<file path="src/rtl/axi_wr_arbiter_if.sv">
// AXI4 write-channel bundle (AW, W, B) shared between the arbiter and the slave.
// The master modport is the arbiter side; slave is the memory/interconnect side.
interface axi_wr_arbiter_if;
  logic [31:0] AXI_awaddr;
  logic [7:0]  AXI_awlen;
  logic        AXI_awvalid;
  logic        AXI_awready;
  logic [31:0] AXI_wdata;
  logic        AXI_wvalid;
  logic        AXI_wlast;
  logic        AXI_wready;
  logic        AXI_bvalid;
  logic        AXI_bready;
  logic [1:0]  AXI_bresp;

  modport master (
    output AXI_awaddr, AXI_awlen, AXI_awvalid,
    input  AXI_awready,
    output AXI_wdata, AXI_wvalid, AXI_wlast,
    input  AXI_wready,
    input  AXI_bvalid, AXI_bresp,
    output AXI_bready
  );

  modport slave (
    input  AXI_awaddr, AXI_awlen, AXI_awvalid,
    output AXI_awready,
    input  AXI_wdata, AXI_wvalid, AXI_wlast,
    output AXI_wready,
    output AXI_bvalid, AXI_bresp,
    input  AXI_bready
  );
endinterface

</file>
<file path="src/rtl/axi_wr_arbiter.sv">
// Two-requester round-robin arbiter driving one AXI4 write port with fixed-length
// INCR bursts; a single burst is in flight at a time (IDLE -> ADDR -> DATA -> RESP).
module axi_wr_arbiter #(
  parameter int BEATS = 16
) (
  input  logic        AXI_clk,
  input  logic        AXI_rst_n,
  input  logic        req0,
  input  logic        req1,
  input  logic [31:0] addr0,
  input  logic [31:0] addr1,
  input  logic [31:0] wdata0,
  input  logic [31:0] wdata1,
  output logic        gnt0,
  output logic        gnt1,
  output logic        ack0,
  output logic        ack1,
  output logic        done0,
  output logic        done1,
  output logic        err0,
  output logic        err1,
  output logic [31:0] bcnt0,
  output logic [31:0] bcnt1,
  axi_wr_arbiter_if.master axi
);

  localparam logic [3:0] LAST_BEAT = 4'(BEATS - 1);

  typedef enum logic [1:0] {IDLE, ADDR, DATA, RESP} state_t;

  state_t     state;
  logic [3:0] beat;
  logic       last_gnt;
  logic       win1;
  logic       beat_hs;
  logic       resp_err;

  // last_gnt = 1 means requester 1 owned the previous burst, so requester 0 wins a tie
  always_comb begin
    win1     = req1 && (!req0 || !last_gnt);
    beat_hs  = axi.AXI_wvalid && axi.AXI_wready;
    resp_err = (axi.AXI_bresp == 2'b10) || (axi.AXI_bresp == 2'b11);
  end

  assign ack0          = beat_hs && gnt0;
  assign ack1          = beat_hs && gnt1;
  assign axi.AXI_wdata = gnt1 ? wdata1 : wdata0;
  assign axi.AXI_awlen = 8'(BEATS - 1);

  always_ff @(posedge AXI_clk) begin
    if (!AXI_rst_n) begin
      state           <= IDLE;
      beat            <= 4'd0;
      last_gnt        <= 1'b1;
      gnt0            <= 1'b0;
      gnt1            <= 1'b0;
      done0           <= 1'b0;
      done1           <= 1'b0;
      err0            <= 1'b0;
      err1            <= 1'b0;
      bcnt0           <= 32'd0;
      bcnt1           <= 32'd0;
      axi.AXI_awaddr  <= 32'd0;
      axi.AXI_awvalid <= 1'b0;
      axi.AXI_wvalid  <= 1'b0;
      axi.AXI_wlast   <= 1'b0;
      axi.AXI_bready  <= 1'b0;
    end else begin
      done0 <= 1'b0;
      done1 <= 1'b0;
      case (state)
        IDLE: begin
          if (req0 || req1) begin
            gnt0            <= !win1;
            gnt1            <= win1;
            axi.AXI_awaddr  <= win1 ? addr1 : addr0;
            axi.AXI_awvalid <= 1'b1;
            state           <= ADDR;
          end
        end
        ADDR: begin
          if (axi.AXI_awready) begin
            axi.AXI_awvalid <= 1'b0;
            axi.AXI_wvalid  <= 1'b1;
            axi.AXI_wlast   <= (LAST_BEAT == 4'd0);
            beat            <= 4'd0;
            state           <= DATA;
          end
        end
        DATA: begin
          if (axi.AXI_wready) begin
            if (beat == LAST_BEAT) begin
              axi.AXI_wvalid <= 1'b0;
              axi.AXI_wlast  <= 1'b0;
              axi.AXI_bready <= 1'b1;
              state          <= RESP;
            end else begin
              beat          <= beat + 4'd1;
              axi.AXI_wlast <= ((beat + 4'd1) == LAST_BEAT);
            end
          end
        end
        RESP: begin
          // Completion: release the port, pulse done, count, and record the owner for round-robin
          if (axi.AXI_bvalid) begin
            axi.AXI_bready <= 1'b0;
            gnt0           <= 1'b0;
            gnt1           <= 1'b0;
            done0          <= gnt0;
            done1          <= gnt1;
            last_gnt       <= gnt1;
            if (gnt0) begin
              bcnt0 <= bcnt0 + 32'd1;
              err0  <= err0 || resp_err;
            end
            if (gnt1) begin
              bcnt1 <= bcnt1 + 32'd1;
              err1  <= err1 || resp_err;
            end
            state <= IDLE;
          end
        end
        default: state <= IDLE;
      endcase
    end
  end

endmodule

</file>
<file path="src/flat_wrapper.sv">
// flat-port wrapper written by rule: the top's interface ports become plain ports
module axi_wr_arbiter_flat 
#(
  parameter int BEATS = 16
)
  (AXI_clk, AXI_rst_n, req0, req1, addr0, addr1, wdata0, wdata1, gnt0, gnt1, ack0, ack1, done0, done1, err0, err1, bcnt0, bcnt1, axi_AXI_awaddr, axi_AXI_awlen, axi_AXI_awvalid, axi_AXI_awready, axi_AXI_wdata, axi_AXI_wvalid, axi_AXI_wlast, axi_AXI_wready, axi_AXI_bvalid, axi_AXI_bresp, axi_AXI_bready);
  axi_wr_arbiter_if axi_i ();
  input  logic AXI_clk;
  input  logic AXI_rst_n;
  input  logic req0;
  input  logic req1;
  input  logic [31:0] addr0;
  input  logic [31:0] addr1;
  input  logic [31:0] wdata0;
  input  logic [31:0] wdata1;
  output logic gnt0;
  output logic gnt1;
  output logic ack0;
  output logic ack1;
  output logic done0;
  output logic done1;
  output logic err0;
  output logic err1;
  output logic [31:0] bcnt0;
  output logic [31:0] bcnt1;
  output wire logic [$bits(axi_i.AXI_awaddr)-1:0] axi_AXI_awaddr;
  output wire logic [$bits(axi_i.AXI_awlen)-1:0] axi_AXI_awlen;
  output wire logic [$bits(axi_i.AXI_awvalid)-1:0] axi_AXI_awvalid;
  input wire logic [$bits(axi_i.AXI_awready)-1:0] axi_AXI_awready;
  output wire logic [$bits(axi_i.AXI_wdata)-1:0] axi_AXI_wdata;
  output wire logic [$bits(axi_i.AXI_wvalid)-1:0] axi_AXI_wvalid;
  output wire logic [$bits(axi_i.AXI_wlast)-1:0] axi_AXI_wlast;
  input wire logic [$bits(axi_i.AXI_wready)-1:0] axi_AXI_wready;
  input wire logic [$bits(axi_i.AXI_bvalid)-1:0] axi_AXI_bvalid;
  input wire logic [$bits(axi_i.AXI_bresp)-1:0] axi_AXI_bresp;
  output wire logic [$bits(axi_i.AXI_bready)-1:0] axi_AXI_bready;
  assign axi_AXI_awaddr = axi_i.AXI_awaddr;
  assign axi_AXI_awlen = axi_i.AXI_awlen;
  assign axi_AXI_awvalid = axi_i.AXI_awvalid;
  assign axi_i.AXI_awready = axi_AXI_awready;
  assign axi_AXI_wdata = axi_i.AXI_wdata;
  assign axi_AXI_wvalid = axi_i.AXI_wvalid;
  assign axi_AXI_wlast = axi_i.AXI_wlast;
  assign axi_i.AXI_wready = axi_AXI_wready;
  assign axi_i.AXI_bvalid = axi_AXI_bvalid;
  assign axi_i.AXI_bresp = axi_AXI_bresp;
  assign axi_AXI_bready = axi_i.AXI_bready;
  axi_wr_arbiter #(.BEATS(BEATS)) u_core (.AXI_clk(AXI_clk), .AXI_rst_n(AXI_rst_n), .req0(req0), .req1(req1), .addr0(addr0), .addr1(addr1), .wdata0(wdata0), .wdata1(wdata1), .gnt0(gnt0), .gnt1(gnt1), .ack0(ack0), .ack1(ack1), .done0(done0), .done1(done1), .err0(err0), .err1(err1), .bcnt0(bcnt0), .bcnt1(bcnt1), .axi(axi_i));
endmodule
</file>
<file path="config.mk">
export PLATFORM = sky130hd
export DESIGN_NAME = axi_wr_arbiter_flat
export DESIGN_NICKNAME = d
export VERILOG_FILES = /design/src/rtl/axi_wr_arbiter_if.sv /design/src/rtl/axi_wr_arbiter.sv /design/src/flat_wrapper.sv
export SDC_FILE = /design/constraint.sdc
export NUM_CORES = 1
export LEC_CHECK = 0
export ABC_AREA = 1
export CAP_MARGIN = 10
export CORE_MARGIN = 5
export CORE_UTILIZATION = 35
export CTS_CLUSTER_SIZE = 25
export DETAILED_ROUTE_END_ITERATION = 12
export PLACE_DENSITY = 0.73
export SETUP_SLACK_MARGIN = 0.02
export SLEW_MARGIN = 30
export SYNTH_ARGS = -nofsm -noshare
export SYNTH_HDL_FRONTEND = slang
export SYNTH_SLANG_ARGS = --single-unit
</file>
<file path="constraint.sdc">
create_clock -name AXI_clk -period 1.5 [get_ports AXI_clk]
set_clock_uncertainty 0.05 [all_clocks]
set_input_delay 0.3 -clock AXI_clk [delete_from_list [all_inputs] [get_ports AXI_clk]]
set_output_delay 0.3 -clock AXI_clk [all_outputs]
set_load 0.01 [all_outputs]
</file>
Yosys cells after proc, flatten, opt, wreduce, memory -nomap -nowiden
Cells that the tools add are included.

Add/sub/neg operators: 3. Reduce and logical (&&, ||, !) cells: 29. Eq/ne operators: 13. Mux-type cells: 30.

Operators by type and width (number): 32-bit by 1-bit adder with 32-bit output, second input constant (2); 32-bit two-way mux (2); 3-bit AND reduction (6); 1-bit two-way mux (12); 4-bit two-way mux (3); 1-bit case mux with 2 select lines (6); 4-bit AND reduction (3); 2-bit two-way mux (5); 2-bit == test, second input constant (4); 4-bit == test, second input constant (2); 2-bit inequality test, second input constant (4); 2-bit case mux with 4 select lines (1); 4-bit case mux with 2 select lines (1); 2-bit nonzero test (4); 1-bit logical OR (5); 5-bit AND reduction (1); 4-bit by 1-bit adder with 4-bit output, second input constant (1); 1-bit logical AND (4); 2-bit by 1-bit inequality test with 1-bit output, second input constant (2); 2-bit AND reduction (2); 1-bit logical NOT (3); 2-bit by 1-bit == test with 1-bit output, second input constant (1); 2-bit logical NOT (1).

Register bits after elaboration: 113. Output and inout port bits: 148. Input port bits: 137.

Depth between registers and ports, before layout
Depth in word-level cells: 6. Mapped depth: 10. Gate-level depth less buffers: 10.

Worst setup path before layout
OpenSTA, ideal clock, no wires.

Path kind: register to register. Start point: register u_core.state[0]. End point: register u_core.bcnt1[13]. Setup time: 115 ps. Cell stages (with the launch flop): 8. Required time: 1335 ps. Arrival time: 1425 ps. Slack: -90 ps. Path through: dfxtp_1 -> ha_1 -> nand2_1 -> nor2_4 -> nand3_2 -> nor2_1 -> nand2_1 -> and3_1.

Longest elaborated chain between the ends: 2.

Ends and longest elaborated chain: start: declaration (line axi_wr_arbiter.sv:31) `state_t state;`; start signal: assignment (line axi_wr_arbiter.sv:52) `state <= IDLE;`; start signal: assignment (line axi_wr_arbiter.sv:78) `state <= ADDR;`; start signal: assignment (line axi_wr_arbiter.sv:87) `state <= DATA;`; 2-bit == test (line axi_wr_arbiter.sv:71) `case (state)`; 3-bit AND reduction (no source line); end signal: assignment (line axi_wr_arbiter.sv:117) `bcnt1 <= bcnt1 + 32'd1;`; end: declaration (line axi_wr_arbiter.sv:23) `output logic [31:0] bcnt1,`.

No other way between the ends. A chain may end at the register's enable or synchronous reset.

Worst setup path in the final report
Start point: register u_core.gnt1. End point: output axi_AXI_wdata[17].

Longest elaborated chain between the ends: 1.

Ends and longest elaborated chain: start: declaration (line axi_wr_arbiter.sv:15) `output logic gnt1,`; start signal: assignment (line axi_wr_arbiter.sv:75) `gnt1 <= win1;`; 32-bit two-way mux (line axi_wr_arbiter.sv:47) `assign axi.AXI_wdata = gnt1 ? wdata1 : wdata0;`; end: declaration (line flat_wrapper.sv:30) `output wire logic [$bits(axi_i.AXI_wdata)-1:0] axi_AXI_wdata;`.

No other way between the ends.

==> flow_results.xml <==
<?xml version="1.0" encoding="UTF-8"?>
<metrics>
  <group name="status">
    <metric name="run_status" unit="">finished, violations left</metric>
    <metric name="failed_checks" unit="">setup timing</metric>
  </group>
  <group name="power">
    <metric name="power.ir.vdd_worst" unit="mV">0.8352</metric>
    <metric name="power_density" unit="mW/mm^2">1262</metric>
    <metric name="p_leak" unit="nW">5.226</metric>
    <metric name="post-layout-total-power" unit="mW">14.94</metric>
  </group>
  <group name="yosys">
    <metric name="post-synth-top-count-cell" unit="">sky130_fd_sc_hd__nand2_1</metric>
    <metric name="yosys_warnings" unit="">0</metric>
    <metric name="yosysTopAreaCell" unit="">sky130_fd_sc_hd__dfxtp_1</metric>
    <metric name="synth_cell_type_count" unit="">33</metric>
    <metric name="post_synth_xor_area_fraction" unit="">0.007365</metric>
    <metric name="post_synth_mux_area_share" unit="">0</metric>
    <metric name="netlist_top_cells_count" unit="">sky130_fd_sc_hd__nand2_1, sky130_fd_sc_hd__nor2_1, sky130_fd_sc_hd__dfxtp_1</metric>
    <metric name="compound_cell_area_share_of_the_yosys_netlist" unit="">0.1317</metric>
    <metric name="combinational_family_with_the_most_area_after_synthesis" unit="">simple AND/OR/NAND/NOR gates</metric>
    <metric name="post_synth_inst_count" unit="">931</metric>
    <metric name="synth_area" unit="mm^2">0.005946</metric>
    <metric name="post_synth_fa_ha_maj_area_fraction" unit="">0.01684</metric>
    <metric name="synth.area.top_cells" unit="">sky130_fd_sc_hd__dfxtp_1, sky130_fd_sc_hd__nand2_1, sky130_fd_sc_hd__nor2_1</metric>
    <metric name="synthDominantCellAreaShare" unit="">0.3805</metric>
    <metric name="count_of_flip_flops_with_a_built_in_enable_after_synthesis" unit="">0</metric>
    <metric name="main_synth_ff_type" unit="">sky130_fd_sc_hd__dfxtp_1</metric>
    <metric name="register_bit_total_from_synthesis" unit="">113</metric>
    <metric name="fraction_of_synthesis_flops_using_an_asynchronous_set_or_reset_pin" unit="">0</metric>
    <metric name="post_synth.cell_area_avg" unit="um^2">6.386</metric>
    <metric name="sequential_element_share_of_the_synthesized_area" unit="">0.3805</metric>
    <metric name="post_synth_and_or_nand_nor_area_fraction" unit="">0.3796</metric>
  </group>
  <group name="detailed_routing">
    <metric name="post_drt_via_cell_ratio" unit="">4.986</metric>
    <metric name="routedWlPerCell" unit="um">15.96</metric>
    <metric name="drtAntennaViolNets" unit="">0</metric>
    <metric name="drtPass1Iterations" unit="">5</metric>
    <metric name="drtIter0Drc" unit="">449</metric>
    <metric name="dr_total_vias" unit="">7763</metric>
    <metric name="routed_wl" unit="mm">24.84</metric>
    <metric name="drc" unit="">0</metric>
  </group>
  <group name="global_routing">
    <metric name="overflow" unit="">0</metric>
    <metric name="grt_util_met2" unit="">0.3969</metric>
    <metric name="grt_pass1_vias" unit="">7296</metric>
    <metric name="grt_pass1_wl" unit="mm">35.42</metric>
    <metric name="grt_util_met3" unit="">0.05726</metric>
    <metric name="grt.met1_usage" unit="">0.2414</metric>
    <metric name="groute.usage.overall" unit="">0.2184</metric>
    <metric name="grt_max_degree" unit="">47</metric>
    <metric name="grt_antenna_before_repair" unit="">0</metric>
    <metric name="grt_busiest_layer" unit="">met2</metric>
  </group>
  <group name="floorplanning">
    <metric name="die-area" unit="mm^2">0.01969</metric>
    <metric name="chipWidth" unit="um">140.3</metric>
    <metric name="placeable_core_region" unit="mm^2">0.01664</metric>
    <metric name="io_pins" unit="">285</metric>
    <metric name="fp-row-count" unit="">47</metric>
    <metric name="die_span_in_y" unit="um">140.3</metric>
    <metric name="initial_core_util" unit="">0.3573</metric>
  </group>
  <group name="timing">
    <metric name="grt_setup_unrepaired" unit="">yes</metric>
    <metric name="setup_slack" unit="ps">-249.9</metric>
    <metric name="worstMarginPinSlew" unit="ps">769.3</metric>
    <metric name="drv_slew" unit="">0</metric>
    <metric name="timing.final.crit_share" unit="">1.167</metric>
    <metric name="max_slew_margin" unit="">0.4864</metric>
    <metric name="clock.fmax" unit="MHz">571.4</metric>
    <metric name="finalSetupViolations" unit="">104</metric>
    <metric name="timing_hold_violations_final" unit="">0</metric>
    <metric name="period_minus_slack" unit="ps">1750</metric>
  </group>
  <group name="critical_path">
    <metric name="path_max_fanout" unit="">4</metric>
    <metric name="cp.required" unit="ps">1150</metric>
    <metric name="cp-end-kind" unit="">primary output</metric>
    <metric name="timing.critical_path.max_delay_family" unit="">buffers and inverters</metric>
    <metric name="critical_path.cell_chain" unit="">inv_8 -&gt; buf_6 -&gt; clkbuf_16 -&gt; nand2_4 -&gt; nand2_2 -&gt; buf_6</metric>
    <metric name="cp.arrival" unit="ps">1400</metric>
    <metric name="worst-setup-path-type" unit="">reg -&gt; out</metric>
    <metric name="worst_path_largest_cell_delay" unit="ps">410</metric>
    <metric name="crit_top_cell" unit="">sky130_fd_sc_hd__buf_6</metric>
    <metric name="worstPathBufferInverterCount" unit="">4</metric>
    <metric name="critPathSlowestCell" unit="">sky130_fd_sc_hd__dfxtp_4</metric>
    <metric name="type_of_origin_of_the_critical_path" unit="">flop</metric>
  </group>
  <group name="cells_and_area">
    <metric name="multiInputGateArea" unit="mm^2">0.004268</metric>
    <metric name="final_net_count" unit="">1469</metric>
    <metric name="area_growth_syn_to_layout" unit="%">99.03</metric>
    <metric name="finalCoreUtilization" unit="">0.7111</metric>
    <metric name="n_fill_cell" unit="">1272</metric>
    <metric name="regArea" unit="mm^2">0.002349</metric>
    <metric name="final-instance-count-excl-fill" unit="">1557</metric>
    <metric name="share_of_cells_above_drive_strength_1" unit="">0.3657</metric>
    <metric name="antenna_cells" unit="">0</metric>
  </group>
  <group name="place">
    <metric name="placed_instances" unit="">1476</metric>
    <metric name="place_congestion" unit="">0.8364</metric>
    <metric name="dpl_worst_slack" unit="ps">-552.2</metric>
    <metric name="port-buffer-count" unit="">275</metric>
    <metric name="dpl.hpwl" unit="mm">15.48</metric>
  </group>
  <group name="clock_tree">
    <metric name="path_clk_slew" unit="ps">50</metric>
    <metric name="cts.hold.buffers_added" unit="">0</metric>
    <metric name="htree_levels" unit="">4</metric>
    <metric name="clk-insertion-delay-late" unit="ps">420</metric>
    <metric name="cts_tree" unit="">yes</metric>
    <metric name="tritoncts_buffers" unit="">17</metric>
    <metric name="max-clock-path-buffers" unit="">2</metric>
    <metric name="clock-root-buffer" unit="">sky130_fd_sc_hd__clkbuf_16</metric>
    <metric name="clock-sinks" unit="">113</metric>
  </group>
  <group name="min_path">
    <metric name="holdCritPathClass" unit="">in -&gt; reg</metric>
  </group>
  <group name="run">
    <metric name="cap_violations" unit="">0</metric>
  </group>
</metrics>
## state kept, by name (all words and copies together) (netlist names), 2 cells and up
signal and flops:
u_core.state 2, u_core.bcnt0 32, u_core.bcnt1 32, u_core.beat 4, u_core.axi.AXI_awaddr 32
## metrics by stage
stage | setup TNS (ps) | hold WS (ps) | cell area (um^2)
after global routing | -20320 | 296.5 | 11830
final | -12020 | 291.5 | 11830
after CTS | -8420 | 267.5 | 10720
after global placement | -33630 | 400.1 | 9553
after floorplan | -105.6 | 378.7 | 6000
after detailed placement | -37270 | 412.9 | 9553
## per-layer routing
layer | wire length [um] | vias to the layer above | part of all wire
met1 | 9406 | 3573 | 0.38
met2 | 12730 | 315 | 0.51
met3 | 1932 | 68 | 0.078
met4 | 778 | 0 | 0.031
met5 | 0 | - | 0
li1 | - | 3807 | -
## timing repair
action,CTS,global route
gates cloned,8,6
buffers inserted,19,24
pin swaps,38,67
gates resized for setup,441,288
endpoints found under the setup margin,202,173
## where the power goes
part | internal [mW] | switching (mW) | total, mW
clock | 2.78 | 1.46 | 4.24
combinational | 3.68 | 3.28 | 6.96
sequential | 3.44 | 0.306 | 3.74
## tightest hold or removal path, delay by kind of cell
family	cells	cell delay [ps]
buffers and inverters	2	310
AND/OR/NAND/NOR	1	100
## cell families after synthesis
kind of cell / after synthesis
AO/OA/AOI/OAI: 145
XOR/XNOR: 5
adder cells (fa/ha/maj): 8
buffers and inverters: 122
flip-flops: 113
other: 2
AND/OR/NAND/NOR: 536
## cells in the final DEF, fill, tap and decap left out, types with 6 or more instances in the layout
cell type / count
sky130_fd_sc_hd__nand2_1: 240
sky130_fd_sc_hd__clkdlybuf4s50_1: 132
sky130_fd_sc_hd__nor2_1: 89
sky130_fd_sc_hd__dlygate4sd2_1: 77
sky130_fd_sc_hd__buf_4: 73
sky130_fd_sc_hd__inv_1: 66
sky130_fd_sc_hd__dfxtp_1: 64
sky130_fd_sc_hd__nand2_2: 51
sky130_fd_sc_hd__buf_6: 48
sky130_fd_sc_hd__dfxtp_2: 39
sky130_fd_sc_hd__a21oi_1: 30
sky130_fd_sc_hd__buf_2: 30
sky130_fd_sc_hd__nor2_4: 29
sky130_fd_sc_hd__nand3_1: 28
sky130_fd_sc_hd__a31oi_1: 26
sky130_fd_sc_hd__o21ai_2: 25
sky130_fd_sc_hd__clkbuf_16: 23
sky130_fd_sc_hd__nand3_2: 20
sky130_fd_sc_hd__o21ai_1: 20
sky130_fd_sc_hd__nand2_4: 19
sky130_fd_sc_hd__a21oi_2: 17
sky130_fd_sc_hd__nand4_1: 16
sky130_fd_sc_hd__o21ai_0: 12
sky130_fd_sc_hd__nor3_1: 11
sky130_fd_sc_hd__nor2_2: 11
sky130_fd_sc_hd__buf_12: 11
sky130_fd_sc_hd__inv_2: 10
sky130_fd_sc_hd__dfxtp_4: 10
sky130_fd_sc_hd__clkdlybuf4s15_1: 9
sky130_fd_sc_hd__nand3_4: 8
sky130_fd_sc_hd__conb_1: 8
sky130_fd_sc_hd__a31oi_4: 6
sky130_fd_sc_hd__buf_16: 6
sky130_fd_sc_hd__clkdlybuf4s15_2: 6
## path summary, 6_finish.rpt
kind              depth (start not counted)             start  slack [ps]                end
hold reg to reg                           1  u_core.bcnt1[17]         430   u_core.bcnt1[17]
hold / removal                            3         AXI_rst_n         290    u_core.last_gnt
setup / recovery                          6       u_core.gnt1        -250  axi_AXI_wdata[17]
setup reg to reg                         11       u_core.gnt1        -220   u_core.bcnt1[26]
## final cells by class
type                            instances  share of cell area
Multi-Input combinational cell        704              0.3606
Clock buffer                           23             0.04124
Clock inverter                          9             0.01089
Timing Repair Buffer                  406              0.3376
Tap cell                              220             0.02326
Inverter                               82             0.02791
Sequential cell                       113              0.1985
No activity file was read; power rests on OpenSTA's default activity.
